<file path="src/rtl/oam_dma_arbiter.sv">
`default_nettype none
// ============================================================================
//  Module      : oam_dma_arbiter
//  Description : Sprite DMA engine. It stalls the CPU, copies one 256-byte
//                page to the PPU OAM data port and decodes device selects.
//  Revision    : 1.0 - initial release
// ============================================================================
module oam_dma_arbiter #(
    parameter logic [15:0] DMA_TRIGGER_ADDR = 16'h4014,
    parameter logic [15:0] OAM_DATA_ADDR    = 16'h2004
) (
    input  logic        clk,
    input  logic        reset,
    input  logic [15:0] cpuAddr,
    input  logic        cpuRW,
    input  logic [7:0]  cpuDataOut,
    input  logic [7:0]  busData,
    output logic        cpuRdy,
    output logic [15:0] busAddr,
    output logic        busRW,
    output logic [7:0]  busDataOut,
    output logic        ppuEnable,
    output logic        controller1Enable,
    output logic        controller2Enable,
    output logic        sramEnable,
    output logic        cartridgeEnable,
    output logic        dmaActive
);

    typedef enum logic [2:0] {
        ST_IDLE  = 3'd0,
        ST_HALT  = 3'd1,
        ST_ALIGN = 3'd2,
        ST_READ  = 3'd3,
        ST_WRITE = 3'd4
    } stateType;

    stateType   r_state;
    logic       r_parity;
    logic [7:0] r_page;
    logic [7:0] r_counter;
    logic [7:0] r_byte;

    logic       w_trigger;
    logic       w_busIdle;

    assign w_trigger = (cpuRW == 1'b0) && (cpuAddr == DMA_TRIGGER_ADDR);

    // The trigger is only looked at in IDLE, so a write during a DMA is ignored.
    always_ff @(posedge clk) begin
        if (reset) begin
            r_state   <= ST_IDLE;
            r_parity  <= 1'b0;
            r_page    <= 8'h00;
            r_counter <= 8'h00;
            r_byte    <= 8'h00;
        end else begin
            r_parity <= ~r_parity;
            case (r_state)
                ST_IDLE: begin
                    if (w_trigger) begin
                        r_state   <= ST_HALT;
                        r_page    <= cpuDataOut;
                        r_counter <= 8'h00;
                    end
                end
                // Parity 1 here means the next cycle is parity 0, a legal read slot.
                ST_HALT:  r_state <= r_parity ? ST_READ : ST_ALIGN;
                ST_ALIGN: r_state <= ST_READ;
                ST_READ: begin
                    r_byte  <= busData;
                    r_state <= ST_WRITE;
                end
                ST_WRITE: begin
                    if (r_counter == 8'hFF) begin
                        r_state <= ST_IDLE;
                    end else begin
                        r_counter <= r_counter + 8'd1;
                        r_state   <= ST_READ;
                    end
                end
                default: r_state <= ST_IDLE;
            endcase
        end
    end

    assign cpuRdy    = (r_state == ST_IDLE);
    assign dmaActive = (r_state != ST_IDLE);

    always_comb begin
        busAddr    = cpuAddr;
        busRW      = cpuRW;
        busDataOut = cpuDataOut;
        w_busIdle  = 1'b0;
        case (r_state)
            ST_HALT, ST_ALIGN: begin
                busRW     = 1'b1;
                w_busIdle = 1'b1;
            end
            ST_READ: begin
                busAddr = {r_page, r_counter};
                busRW   = 1'b1;
            end
            ST_WRITE: begin
                busAddr    = OAM_DATA_ADDR;
                busRW      = 1'b0;
                busDataOut = r_byte;
            end
            default: ;
        endcase
    end

    // Priority chain keeps the selects mutually exclusive.
    always_comb begin
        ppuEnable         = 1'b1;
        controller1Enable = 1'b1;
        controller2Enable = 1'b1;
        sramEnable        = 1'b1;
        cartridgeEnable   = 1'b1;
        if (!w_busIdle) begin
            if (busAddr <= 16'h1FFF) begin
                sramEnable = 1'b0;
            end else if (busAddr <= 16'h3FFF) begin
                ppuEnable = 1'b0;
            end else if ((busAddr == 16'h4016) && busRW) begin
                controller1Enable = 1'b0;
            end else if ((busAddr == 16'h4017) && busRW) begin
                controller2Enable = 1'b0;
            end else if (busAddr >= 16'h4020) begin
                cartridgeEnable = 1'b0;
            end
        end
    end

endmodule
`default_nettype wire

</file>
<file path="config.mk">
export PLATFORM = sky130hd
export DESIGN_NAME = oam_dma_arbiter
export DESIGN_NICKNAME = d
export VERILOG_FILES = /design/src/rtl/oam_dma_arbiter.sv
export SDC_FILE = /design/constraint.sdc
export NUM_CORES = 1
export LEC_CHECK = 0
export ABC_AREA = 1
export BUFFER_PORTS_ARGS = -buffer_cell sky130_fd_sc_hd__buf_2
export CAP_MARGIN = 30
export CORE_ASPECT_RATIO = 1.4
export CORE_MARGIN = 4
export CORE_UTILIZATION = 49
export DETAILED_ROUTE_END_ITERATION = 10
export PLACE_DENSITY = 0.83
export SLEW_MARGIN = 20
export SYNTH_ARGS = -nofsm -noshare
export SYNTH_HDL_FRONTEND = slang
export SYNTH_SLANG_ARGS = --single-unit
</file>
<file path="constraint.sdc">
create_clock -name clk -period 2 [get_ports clk]
set_clock_uncertainty 0.1 [all_clocks]
set_input_delay 0.4 -clock clk [delete_from_list [all_inputs] [get_ports clk]]
set_output_delay 0.4 -clock clk [all_outputs]
set_load 0.03 [all_outputs]
</file>
---- Word level (Yosys, flattened, before mapping) ----
Index checks and enable logic that the tools add are counted.
word-level totals
  flip-flop bits (word level) ............. 28
  latch bits .............................. 0
  bits in writable memories ............... 0
  ROM bits ................................ 0
  bits of input ports ..................... 35
  output and inout port bits .............. 32
  word-level logic and storage cells ...... 62
  memories kept ........................... 0
operators by class
  add/subtract/negate cells ............... 1
  $mul .................................... 0
  divide/modulo/power cells ............... 0
  order comparisons ....................... 3
  equal/unequal tests ..................... 10
  shift operators ......................... 0
  muxes and demuxes ....................... 31
  bitwise gates (word level) .............. 2
  reductions and logical operators ........ 10
operator list
  operator                                                                               count
  16-bit by 15-bit == test with 1-bit output, second input constant                      3
  16-bit case mux with 2 select lines                                                    1
  8-bit two-way mux                                                                      3
  1-bit two-way mux                                                                      22
  16-bit by 15-bit greater-or-equal comparator with 1-bit output, second input constant  1
  16-bit by 13-bit less-or-equal comparator with 1-bit output, second input constant     1
  16-bit by 14-bit less-or-equal comparator with 1-bit output, second input constant     1
  8-bit case mux with 2 select lines                                                     1
  3-bit case mux with 5 select lines                                                     1
  8-bit by 1-bit adder with 8-bit output, second input constant                          1
  8-bit == test, second input constant                                                   1
  3-bit by 2-bit == test with 1-bit output, second input constant                        2
  3-bit by 1-bit == test with 1-bit output, second input constant                        1
  3-bit == test, second input constant                                                   1
  1-bit logical AND                                                                      3
  3-bit logical NOT                                                                      1
  3-bit two-way mux                                                                      1
  3-bit AND reduction                                                                    1
  3-bit nonzero test                                                                     1
  3-bit OR reduction                                                                     1
  2-bit two-way mux                                                                      1
  2-bit by 1-bit != test with 1-bit output, second input constant                        1
  2-bit != test, second input constant                                                   1
  1-bit inverter                                                                         2
  other kinds (4)                                                                        4

---- Longest topological paths before layout ----
Gate-level depths: netlist of the first run.
  depth after elaboration ................. 9
  gate-level depth with buffers ........... 11
  mapped depth without buffers ............ 11

---- Worst setup path after synthesis of the first run ----
OpenSTA, ideal clock, no wires.
  path type ............................... register -> output
  start point ............................. register r_state[2]
  end point ............................... output port controller1Enable
  arrival time ............................ 1.880 ns
  required time ........................... 1.500 ns
  path slack .............................. -0.380 ns
  cell stages (with the launch flop) ...... 9
  buffers on the path ..................... 0
  path through ............................ dfxtp_1 -> inv_2 -> nand3_4 -> nand2_1 -> o22ai_1 -> nor2_1 -> nand2_1 -> nor2_1 -> nand3_1
between the ends
  cells in the longest elaborated chain, start to end .. 8
  elaborated cells between the ends (all ways) .. 17
  classes of those cells .................. 2 x order compare; 5 x eq/ne; 7 x mux; 3 x reduce/logical
RTL lines
  item                                                                                                                 RTL line  RTL
  start, declared                                                                                                      38        stateType r_state;
  start signal, assigned                                                                                               68        ST_HALT: r_state <= r_parity ? ST_READ : ST_ALIGN;
  3-bit == test / 3-bit by 2-bit == test with 1-bit output (equally long branches)                                     95        case (r_state)
  16-bit case mux with 2 select lines (*)                                                                              95
  named net busAddr[7]                                                                                                 19        output logic [15:0] busAddr,
  parallel branches: the longest is 4 deep, another holds 16-bit by 14-bit less-or-equal comparator with 1-bit output  -
  1-bit two-way mux (*)                                                                                                121       if (busAddr <= 16'h1FFF) begin
  1-bit two-way mux (*)                                                                                                120       if (!w_busIdle) begin
  end, declared                                                                                                        23        output logic controller1Enable,
Mark *: on every way through the listed nets, which the timed path passes.

---- Worst setup path after layout of the first run ----
  start point ............................. register r_state[2]
  end point ............................... output port controller1Enable
between the ends
  cells in the longest elaborated chain, start to end .. 8
  elaborated cells between the ends (all ways) .. 17
  classes of those cells .................. 2 x order compare; 5 x eq/ne; 7 x mux; 3 x reduce/logical
RTL lines
  item                                                                                                                 RTL line
  parallel branches: the longest is 7 deep, another holds 16-bit by 14-bit less-or-equal comparator with 1-bit output  -
  1-bit two-way mux (*)                                                                                                120
Mark *: on every way between the ends.

==> results of run 1 <==
## routing by layer
layer | up-vias | track usage | share of wire
met4 | 0 | 0.08647 | 0.030
met3 | 26 | 0.03376 | 0.072
met1 | 1123 | 0.2568 | 0.37
li1 | 1134 | - | -
met2 | 126 | 0.4156 | 0.53
met5 | - | 0 | 0
## power by group
part	switching (mW)	internal, mW
clock network	0.167	0.176
logic	0.331	0.215
registers	0.0170	0.568
total	0.515	0.960
## worst min-delay path by stage
stage          cells past startpoint  slack [ps]     startpoint        end
2_1_floorplan                      1         290       r_parity   r_parity
3_3_place_gp                       1         310       r_parity   r_parity
3_5_place_dp                       1         310       r_parity   r_parity
4_1_cts                            3         260     busData[2]  r_byte[2]
5_1_grt                            3         270  cpuDataOut[2]  r_page[2]
6_report                           3         270     busData[2]  r_byte[2]
## timing repair
action                                  in CTS  in global routing
buffers inserted                             5                 12
endpoints found under the setup margin      21                 24
resized for setup                           39                 72
pin swaps                                    6                 20
cloned                                       0                  1
## worst max-delay path: stages, from the launching register on
cell     delay [ps]
dfxtp_4         390
inv_4            70
nand3_4         140
buf_12          180
o21ai_4         170
inv_1            80
nor2_1          130
nand2_1         110
nor2_4          160
nand3_2         100
buf_6           160
## layout make-up
cell class / count / area, µm²
Inverter: 52 / 200.2
Multi-Input combinational cell: 208 / 1236
Sequential cell: 28 / 571.8
Fill cell: 203 / 600.6
Tap cell: 42 / 52.55
Clock buffer: 4 / 55.05
Timing Repair Buffer: 108 / 894.6
## kinds of logic after synthesis
| group | Yosys count | synth area share |
|---|---|---|
| xor+xnor | 2 | 0.009578 |
| compound gates | 46 | 0.1341 |
| simple gates | 159 | 0.3967 |
| fa+ha+maj | 1 | 0.006839 |
| buf+inv | 62 | 0.1464 |
| flops | 28 | 0.3064 |
## sequential cells by signal (all words and copies together) (netlist names)
name	count
r_page	8
r_state	3
r_parity	1
r_counter	8
r_byte	8
## cell usage after synthesis, types with 2 or more instances
cell type,n,share of area
nand2_1,71,0.15
inv_1,50,0.10
nor2_1,40,0.082
dfxtp_1,28,0.31
nand3_1,28,0.077
o21ai_0,18,0.049
a21oi_1,17,0.047
o21ai_1,4,0.011
clkbuf_1,3,0.0062
nand2_2,3,0.010
o22ai_1,3,0.010
or2_2,3,0.010
buf_4,2,0.0082
buf_6,2,0.012
inv_2,2,0.0041
nand3_2,2,0.011
nand4_1,2,0.0068
nor2_4,2,0.012
nor3_1,2,0.0055
xor2_1,2,0.0096
## stage by stage
stage | util | setup slack, ps | area (µm²) | instances | TNS (ps)
after floorplan | - | -40.57 | 1927 | 298 | -239.9
after global placement | 0.6951 | -36.95 | 2510 | 424 | -78.80
after detailed placement | 0.6951 | -95.78 | 2510 | 424 | -249.5
after CTS | 0.7543 | -315.3 | 2724 | 433 | -1708
after global routing | 0.8337 | -512.5 | 3010 | 442 | -5043
final | 0.8337 | -461.1 | 3010 | 442 | -3286
## cell usage in the layout (no fill, tap or decap), drive strengths merged, types with 2 or more instances in the layout
master / instances
buf: 107
nand2: 74
inv: 52
nor2: 43
nand3: 31
dfxtp: 28
o21ai: 23
a21oi: 17
clkbuf: 5
o22ai: 3
or2: 3
nand4: 3
nor3: 2
xor2: 2
==> summary.md, run 1 <==
| Metric | Value |
|---|---|
| Port buffer count | `66` |
| Remaining antenna violation count after routing | `0` |
| Final period util | `1.231` |
| Hold violation count in the final report | `0` |
| Routed len/inst | `roughly 16 µm` |
| Synthesized area | `between 1500 and 2000 µm²` |
| Violations in the final reports | `negative setup slack` |
| Number of global-route vias before repair | `a little over 2000` |
| First-pass detailed-route iteration total | `5` |
| CTS tree | `built` |
| Number of synthesized flops with an enable pin | `0` |
| RSZ-0062 raised after global routing | `true` |
| Data required, critical path | `roughly 1500 ps` |
| Setup crit start | `r_state[2]` |
| Crit. End Element | `output pin` |
| Worst-path fanout max | `6` |
| Die boundary width | `between 50 and 60 µm` |
| Diodes inserted | `0` |
| Final HPWL from detailed placement | `approximately 4000 µm` |
| Number of antenna violations at the first check in global routing | `0` |
| Wire length after detailed routing | `7025 µm` |
| WHS | `roughly 270 ps` |
| Die Y | `around 80 µm` |
| Initial cell density of the core | `0.5066` |
| Result of the run | `finished, violations left` |
| Maximum frequency from static timing analysis | `406.3 MHz` |
| Pin count of the biggest net entering global routing | `22` |
| Crit path DAT | `around 2000 ps` |
| Placement Rows | `26` |
| Cts bufs inserted | `3` |
| Maximum level of the CTS H-tree | `1` |
| Vias post-DR | `around 2400` |
| Number of failing setup endpoints in the final timing report | `22` |
| Type of the most critical hold path | `input port to register` |
| Syn. warnings | `0` |
| Ys flop type | `dfxtp_1` |
| Max VDD drop | `around 0.63 mV` |
| Post-detailed-route DRC marker count | `0` |
| Fraction of final layout cells with drive strength greater than 1 | `0.4400` |
| Number of hold buffers added after cts | `0` |
| Number of nets in the synthesized netlist | `about 330` |
| Worst-Margin Slew | `455.2 ps` |
| Number of design-rule violations left by the first detailed-router iteration | `174` |
| Number of sinks handled by clock tree synthesis | `28` |
| Global routing usage summed across all routing layers | `0.2282` |
| Area enclosed by the die boundary | `~4800 µm²` |
| Max-slew headroom at the worst pin | `0.6962` |
| Clock-pin slew on the worst setup and hold paths | `around 90 ps` |
| Setup slack after layout | `-461.1 ps` |
| Endpoint of the most critical register-to-register path | `r_counter[6]` |
| Top Ports | `67` |
| Number of unique standard cell types used by synthesis | `34` |
| Overflow left after global routing | `0` |
| FFs w/ async S/R, synth | `0` |
| Proportion of synthesized chip area in sequential cells | `0.3064` |
| Layout overhead on the synthesized area | `64.57%` |
| Minimum setup slack among reg-to-reg paths | `roughly 80 ps` |
| Weighted congestion reported at the end of routability-driven placement | `0.8367` |
| Overall power of the completed layout | `around 1.5 mW` |
| Max-cap viol count | `0` |
| Clock period minus worst slack | `2461 ps` |
| Number of cells traversed by the worst register-to-register path | `8` |
| Final Net Count | `roughly 440` |
| Startpoint type of the worst setup path | `register` |
| Kind of critical path | `register to output pin` |
| Power per cell area | `approximately 490 nW/µm²` |
| Yosys reg bits | `28` |
| Average footprint of a synthesized cell | `6.138 µm²` |
| Launch point of the worst reg-to-reg path | `r_counter[1]` |
| Final Max Slew Viols | `0` |
| Via count normalized by instance count | `5.450` |
| Skew-Pair Late Insertion Delay | `approximately 270 ps` |
| Clock Tree Root | `clkbuf_8` |
| Largest buffer count on any clock path | `2` |
| Wire length of the first global-routing pass | `about 8600 µm` |
| Core Region | `about 3600 µm²` |
| Setup crit end | `controller1Enable` |
| Static leakage | `between 1 and 1.5 nW` |
| Synthesized netlist cell count | `298` |
No activity file was read; power rests on OpenSTA's default activity.
==> run 2: changes to the inputs <==
--- a/config.mk
+++ b/config.mk
@@ -10,9 +10,9 @@
 export CAP_MARGIN = 30
 export CORE_ASPECT_RATIO = 1.4
 export CORE_MARGIN = 4
-export CORE_UTILIZATION = 49
+export CORE_UTILIZATION = 50
 export DETAILED_ROUTE_END_ITERATION = 10
-export PLACE_DENSITY = 0.83
+export PLACE_DENSITY = 0.85
 export SLEW_MARGIN = 20
 export SYNTH_ARGS = -nofsm -noshare
 export SYNTH_HDL_FRONTEND = slang
==> constraint.sdc (replaced) <==
create_clock -name clk -period 3 [get_ports clk]
set_clock_uncertainty 0.1 [all_clocks]
set_input_delay 0.6 -clock clk [delete_from_list [all_inputs] [get_ports clk]]
set_output_delay 0.6 -clock clk [all_outputs]
set_load 0.03 [all_outputs]
==> run 2 against run 1 <==
The run now ends clean. Flip-flop and latch count unchanged. Cell area down 26%. Register-to-register slack better by 510 ps. Worst setup slack better by 670 ps. Count of clock-buffer cells in the layout down 1. Non-clock buffer count down 41. Critical endpoint unchanged. Highest routed layer unchanged.
==> summary.md, run 2 (same netlist as run 1, synthesis figures left out) <==
| Metric | Value |
|---|---|
| Result of the run | `finished, final reports clean (was finished, violations left)` |
| Static leakage | `1.141 nW (was 1.498 nW)` |
| Busiest layer in global routing | `met2 (unchanged)` |
| Placed cell count | `395 (was 424)` |
| Commonest cells after routing, fill and taps aside | `nand2_1, buf_2, inv_1, nor2_1 (was nand2_1, inv_1, buf_2, buf_4, nor2_1)` |
| Max VDD drop | `0.4397 mV (was 0.6253 mV)` |
| Fraction of final layout cells with drive strength greater than 1 | `0.2451 (was 0.4400)` |
| Post-detailed-route DRC marker count | `0 (unchanged)` |
| Worst-Margin Slew | `832.1 ps (was 455.2 ps)` |
| Met2 Resource Use GR | `0.3717 (was 0.4156)` |
| Pint | `630.6 µW (was 959.7 µW)` |
| First-pass detailed-route iteration total | `4 (was 5)` |
| Kind of critical path | `register to output pin (unchanged)` |
| Final period util | `0.9310` |
| Final HPWL from detailed placement | `3737 µm (was 4043 µm)` |
| Max-cap viol count | `0 (unchanged)` |
| Aggregate negative setup slack | `0 ps (was -3286 ps)` |
| Largest buffer count on any clock path | `2 (unchanged)` |
| Hold violation count in the final report | `0 (unchanged)` |
| Final instance count without filler cells | `399 (was 442)` |
| Placement Rows | `25 (was 26)` |
| Logic pwr share | `0.263 (was 0.371)` |
| Port buffer count | `66 (unchanged)` |
| Diodes inserted | `0 (unchanged)` |
| Number of antenna violations at the first check in global routing | `0 (unchanged)` |
| Relative contribution of the clock network to total power | `0.317 (was 0.233)` |
| Core Region | `3441 µm² (was 3611 µm²)` |
| Final Net Count | `396 (was 437)` |
| Met3 global-route usage | `0.001618 (was 0.03376)` |
| Minimum setup slack after placement | `468.7 ps (was -95.78 ps)` |
| Pin count of the biggest net entering global routing | `29 (was 22)` |
| Die boundary width | `59.12 µm (was 59.64 µm)` |
| Most common cell after layout, fill and taps aside | `nand2_1 (unchanged)` |
| Net switching power figure | `288.4 µW (was 515.1 µW)` |
| Overflow left after global routing | `0 (unchanged)` |
| Clock-pin slew on the worst setup and hold paths | `100 ps (was 90 ps)` |
| Final Max Slew Viols | `0 (unchanged)` |
| Wire length after detailed routing | `4683 µm (was 7025 µm)` |
| Clock Tree Root | `clkbuf_8 (unchanged)` |
| Maximum frequency from static timing analysis | `between 300 and 400 MHz` |
| Via count normalized by instance count | `5.113 (was 5.450)` |
| Part of the power in registers | `0.419 (was 0.397)` |
| Vias post-DR | `2040 (was 2409)` |
| Number of design-rule violations left by the first detailed-router iteration | `55 (was 174)` |
| Sw frac | `0.3138 (was 0.3493)` |
| RSZ-0062 raised after global routing | `false (was true)` |
| Final Cell Area | `2218 µm² (was 3010 µm²)` |
| Startpoint type of the worst setup path | `register (unchanged)` |
| Layout overhead on the synthesized area | `21.27% (was 64.57%)` |
| Routed len/inst | `11.74 µm (was 15.89 µm)` |
| Power per cell area | `414.2 nW/µm² (was 489.9 nW/µm²)` |
| Skew-Pair Late Insertion Delay | `270 ps (about the same)` |
| Met1 usage in global routing | `0.2349 (was 0.2568)` |
| Max-slew headroom at the worst pin | `0.4415 (was 0.6962)` |
| Placed cell area | `2145 µm² (was 2510 µm²)` |
| Final core area utilization | `0.6447 (was 0.8337)` |
| Area enclosed by the die boundary | `4704 µm² (was 4789 µm²)` |
| Number of global-route vias before repair | `1881 (was 2063)` |
| Die Y | `79.57 µm (was 80.30 µm)` |
| Biggest registers after layout | `r_byte (8), r_counter (8), r_page (8) (unchanged)` |
| Number of sinks handled by clock tree synthesis | `28 (unchanged)` |
| CTS tree | `built (unchanged)` |
| Initial cell density of the core | `0.5316 (was 0.5066)` |
| Crit. End Element | `output pin (unchanged)` |
| Data required, critical path | `2300 ps (was 1500 ps)` |
| Overall power of the completed layout | `918.9 µW (was 1.475 mW)` |
| Maximum level of the CTS H-tree | `1 (unchanged)` |
| Setup slack after layout | `206.9 ps (was -461.1 ps)` |
| Clock period minus worst slack | `around 2800 ps` |
| Top Ports | `67 (unchanged)` |
| Number of failing setup endpoints in the final timing report | `0 (was 22)` |
| Type of the most critical hold path | `register to register (was input port to register)` |
| Wire length of the first global-routing pass | `7624 µm (was 8604 µm)` |
| Weighted congestion reported at the end of routability-driven placement | `0.8393 (was 0.8367)` |
| WHS | `333.3 ps (was 266.1 ps)` |
| Cts bufs inserted | `3 (unchanged)` |
| Remaining antenna violation count after routing | `0 (unchanged)` |
| Worst-path fanout max | `18 (was 6)` |
| Number of post-CTS setup repair buffers | `0 (was 5)` |
| Global routing usage summed across all routing layers | `0.1978 (was 0.2282)` |
| Crit path DAT | `2090 ps (was 1960 ps)` |
-- run 2: area by class of cell --
class | count | area, µm²
flip-flops and latches | 28 | 560.5
fillers | 347 | 1222
multi-input cells | 208 | 1003
clock inverters | 1 | 30.03
clock buffers | 3 | 41.29
well taps | 40 | 50.05
repair buffers | 67 | 337.8
inverters | 52 | 195.2
-- run 2: power groups by stage --
stage,Clock (mW),Sequential (mW),Combinational [mW]
2_1_floorplan,0,0.393,0.167
3_3_place_gp,0,0.393,0.240
3_5_place_dp,0,0.394,0.243
4_1_cts,0.299,0.385,0.243
5_1_grt,0.313,0.387,0.263
6_report,0.292,0.385,0.242
-- run 2: worst max-delay path: stages, from the launching register on --
cell     delay (ps)
dfxtp_1         430
nand2_1         150
nor2_4          370
nand2_1         110
nand2_1         150
nand2_1          70
nor2_1          100
nand2_1          90
nor2_2          100
nand3_1          60
buf_2           180
-- run 2: final timing paths --
path / startpoint / endpoint / slack (ps) / cells after the start
worst min-delay path: r_parity / r_parity / 330 / 1
worst min register to register: r_parity / r_parity / 330 / 1
worst max-delay path: r_state[0] / controller1Enable / 210 / 10
worst max register to register: r_state[0] / r_counter[0] / 590 / 6
-- run 2: timing repair --
| item | 4_1_cts | 5_1_grt |
|---|---|---|
| hold buffers | 0 | 0 |
| resized for setup | 0 | 1 |
| endpoints found under the setup margin | 0 | 3 |
-- run 2: routing by layer --
| layer | part of all wire | wire length (µm) |
|---|---|---|
| met2 | 0.51 | 2411 |
| met3 | 0.060 | 283 |
| met4 | 0.015 | 72 |
| met1 | 0.41 | 1916 |
| met5 | 0 | 0 |
==> run 3: changes to the inputs <==
--- a/config.mk
+++ b/config.mk
@@ -8,11 +8,14 @@
 export ABC_AREA = 1
 export BUFFER_PORTS_ARGS = -buffer_cell sky130_fd_sc_hd__buf_2
 export CAP_MARGIN = 30
+export CELL_PAD_IN_SITES_DETAIL_PLACEMENT = 1
+export CELL_PAD_IN_SITES_GLOBAL_PLACEMENT = 2
 export CORE_ASPECT_RATIO = 1.4
 export CORE_MARGIN = 4
-export CORE_UTILIZATION = 50
+export CORE_UTILIZATION = 26
 export DETAILED_ROUTE_END_ITERATION = 10
-export PLACE_DENSITY = 0.85
+export GPL_TIMING_DRIVEN = 1
+export PLACE_DENSITY = 0.87
 export SLEW_MARGIN = 20
 export SYNTH_ARGS = -nofsm -noshare
 export SYNTH_HDL_FRONTEND = slang
==> run 3 against run 2 <==
Routed wire length grew 25%. Critical endpoint unchanged. Combinational power grew 5%. Total power grew 1.5%. Largest cell class unchanged. Worst hold slack gained 6.5 ps. Sequential share of layout area shrank 1.4 points. Highest routed layer unchanged. Non-clock buffer count grew 5. Largest power group unchanged.
==> summary.md, run 3 (same netlist as run 1, synthesis figures left out) <==
| Metric | Value |
|---|---|
| Startpoint type of the worst setup path | `register (unchanged)` |
| Cts bufs inserted | `3 (unchanged)` |
| Slowest cell on crit path | `dfxtp_1 (unchanged)` |
| Global routing usage summed across all routing layers | `0.1406 (was 0.1978)` |
| Clock period minus worst slack | `2804 ps (was 2793 ps)` |
| Most common cell after layout, fill and taps aside | `nand2_1 (unchanged)` |
| Hold violation count in the final report | `0 (unchanged)` |
| Placement Rows | `35 (was 25)` |
| CTS tree | `built (unchanged)` |
| Net switching power figure | `299.6 µW (was 288.4 µW)` |
| Core Region | `6700 µm² (was 3441 µm²)` |
| Number of sinks handled by clock tree synthesis | `28 (unchanged)` |
| Placed cell count | `448 (was 395)` |
| Wire length after detailed routing | `5876 µm (was 4683 µm)` |
| Setup slack after layout | `196.1 ps (was 206.9 ps)` |
| Pin count of the biggest net entering global routing | `29 (unchanged)` |
| Crit path DAT | `2100 ps (was 2090 ps)` |
| Routed len/inst | `12.89 µm (was 11.74 µm)` |
| Area taken by multi-input logic gates | `1017 µm² (was 1003 µm²)` |
| Layout fillers | `913 (was 347)` |
| Skew-Pair Late Insertion Delay | `270 ps (about the same)` |
| Fraction of final layout cells with drive strength greater than 1 | `0.2582 (was 0.2451)` |
| Placed cell area | `2217 µm² (was 2145 µm²)` |
| Biggest cell delay along the critical path | `550 ps (was 430 ps)` |
| Clock Tree Root | `clkbuf_8 (unchanged)` |
| Final Max Slew Viols | `0 (unchanged)` |
| Worst-path fanout max | `28 (was 18)` |
| Initial cell density of the core | `0.2730 (was 0.5316)` |
| Post-detailed-route DRC marker count | `0 (unchanged)` |
| Overflow left after global routing | `0 (unchanged)` |
| Commonest cells after routing, fill and taps aside | `nand2_1, buf_2, inv_1, nor2_1 (unchanged)` |
| Remaining antenna violation count after routing | `0 (unchanged)` |
| Clock-pin slew on the worst setup and hold paths | `100 ps (about the same)` |
| Diodes inserted | `0 (unchanged)` |
| Type of the most critical hold path | `register to register (unchanged)` |
| Max-slew headroom at the worst pin | `0.6640 (was 0.4415)` |
| Data required, critical path | `2300 ps (about the same)` |
| Final HPWL from detailed placement | `4846 µm (was 3737 µm)` |
| Logic pwr share | `0.271 (was 0.263)` |
| Number of global-route vias before repair | `2147 (was 1881)` |
| RSZ-0062 raised after global routing | `false (unchanged)` |
| Max VDD drop | `0.1989 mV (was 0.4397 mV)` |
| Minimum setup slack after placement | `395.4 ps (was 468.7 ps)` |
| Final instance count without filler cells | `456 (was 399)` |
| Aggregate negative setup slack | `0 ps (unchanged)` |
| Vias post-DR | `2047 (was 2040)` |
| WHS | `339.9 ps (was 333.3 ps)` |
| Number of antenna violations at the first check in global routing | `0 (unchanged)` |
| Critical-path cell list | `inv_2, nand3_4, nand3_1, o21ai_2, inv_1, nor2_1, nand2_1, nor2_2, nand3_1, buf_2 (was nand2_1, nor2_4, nand2_1, nand2_1, nand2_1, nor2_1, nand2_1, nor2_2, nand3_1, buf_2)` |
| Final period util | `0.9346 (was 0.9310)` |
| Final Net Count | `401 (was 396)` |
| Kind of critical path | `register to output pin (unchanged)` |
| Register cell area after layout | `560.5 µm² (unchanged)` |
| Final core area utilization | `0.3503 (was 0.6447)` |
| Worst-Margin Slew | `503.4 ps (was 832.1 ps)` |
| Power per cell area | `397.3 nW/µm² (was 414.2 nW/µm²)` |
| Maximum frequency from static timing analysis | `356.7 MHz (was 358.0 MHz)` |
| Minimum setup slack among reg-to-reg paths | `740 ps (was 590 ps)` |
| Die boundary width | `78.89 µm (was 59.12 µm)` |
| Die Y | `107.2 µm (was 79.57 µm)` |
| Area enclosed by the die boundary | `8461 µm² (was 4704 µm²)` |
| Largest buffer count on any clock path | `2 (unchanged)` |
| Biggest registers after layout | `r_byte (8), r_counter (8), r_page (8) (unchanged)` |
| Pint | `632.8 µW (was 630.6 µW)` |
| Layout overhead on the synthesized area | `28.32% (was 21.27%)` |
| Cell type with the highest occurrence count on the critical path | `nand3_1 (was nand2_1)` |
| Result of the run | `finished, final reports clean (unchanged)` |
| Top Ports | `67 (unchanged)` |
| Number of failing setup endpoints in the final timing report | `0 (unchanged)` |
| Static leakage | `1.173 nW (was 1.141 nW)` |
| Overall power of the completed layout | `932.5 µW (was 918.9 µW)` |
| Weighted congestion reported at the end of routability-driven placement | `0.7269 (was 0.8393)` |
| Final Cell Area | `2347 µm² (was 2218 µm²)` |
| Part of the power in registers | `0.414 (was 0.419)` |
| Maximum level of the CTS H-tree | `1 (unchanged)` |
| Via count normalized by instance count | `4.489 (was 5.113)` |
| Sw frac | `0.3213 (was 0.3138)` |
| Crit. End Element | `output pin (unchanged)` |
| Number of design-rule violations left by the first detailed-router iteration | `39 (was 55)` |
| First-pass detailed-route iteration total | `4 (unchanged)` |
| Max-cap viol count | `0 (unchanged)` |
| Wire length of the first global-routing pass | `9639 µm (was 7624 µm)` |
| Port buffer count | `66 (unchanged)` |
| Number of hold buffers added after cts | `0 (unchanged)` |
| Relative contribution of the clock network to total power | `0.316 (was 0.317)` |
run 3: cell count changes in the layout (fill, tap and decap cells not counted):
| cell | before | now |
|---|---|---|
| buf_4 | 1 | 5 |
| o21ai_2 | 1 | 2 |
| nand2_4 | 0 | 2 |
| nand2_2 | 4 | 2 |
| o21ai_1 | 4 | 3 |
| buf_12 | 0 | 1 |
run 3: power by group through the flow:
stage / Combinational (mW) / Clock [mW] / Sequential (mW)
after floorplan: 0.167 / 0 / 0.393
after global placement: 0.251 / 0 / 0.393
after detailed placement: 0.252 / 0 / 0.394
after CTS: 0.253 / 0.306 / 0.386
after global routing: 0.280 / 0.321 / 0.387
final: 0.253 / 0.294 / 0.386
run 3: worst paths after layout:
check / start / end / cells past startpoint
worst min-delay path: r_parity / r_parity / 1
worst min register to register: r_parity / r_parity / 1
worst max register to register: r_state[0] / r_counter[0] / 6
worst max-delay path: r_state[2] / controller1Enable / 10
run 3: cell type report:
type / instances / area share
Multi-Input combinational cell: 208 / 0.4334
Tap cell: 92 / 0.04904
Timing Repair Buffer: 72 / 0.1652
Sequential cell: 28 / 0.2388
Clock inverter: 1 / 0.01279
Clock buffer: 3 / 0.01759
Inverter: 52 / 0.08316
run 3: timing repair:
item,in CTS,in global routing
resized for setup,0,4
hold endpoints to repair,0,0
setup endpoints to repair,0,7
buffers inserted,0,4
run 3: critical path, delay by kind of cell, from the launching register on:
family          cells  cell delay (ps)
buf+inv             3              350
flops               1              550
compound gates      1              130
simple gates        6              800
run 3: layer usage:
metal,up-vias,track usage,part of all wire
li1,1071,-,-
met1,930,0.1566,0.42
met2,42,0.2734,0.53
met3,4,0.01092,0.035
met4,0,0.04914,0.012
met5,-,0,0
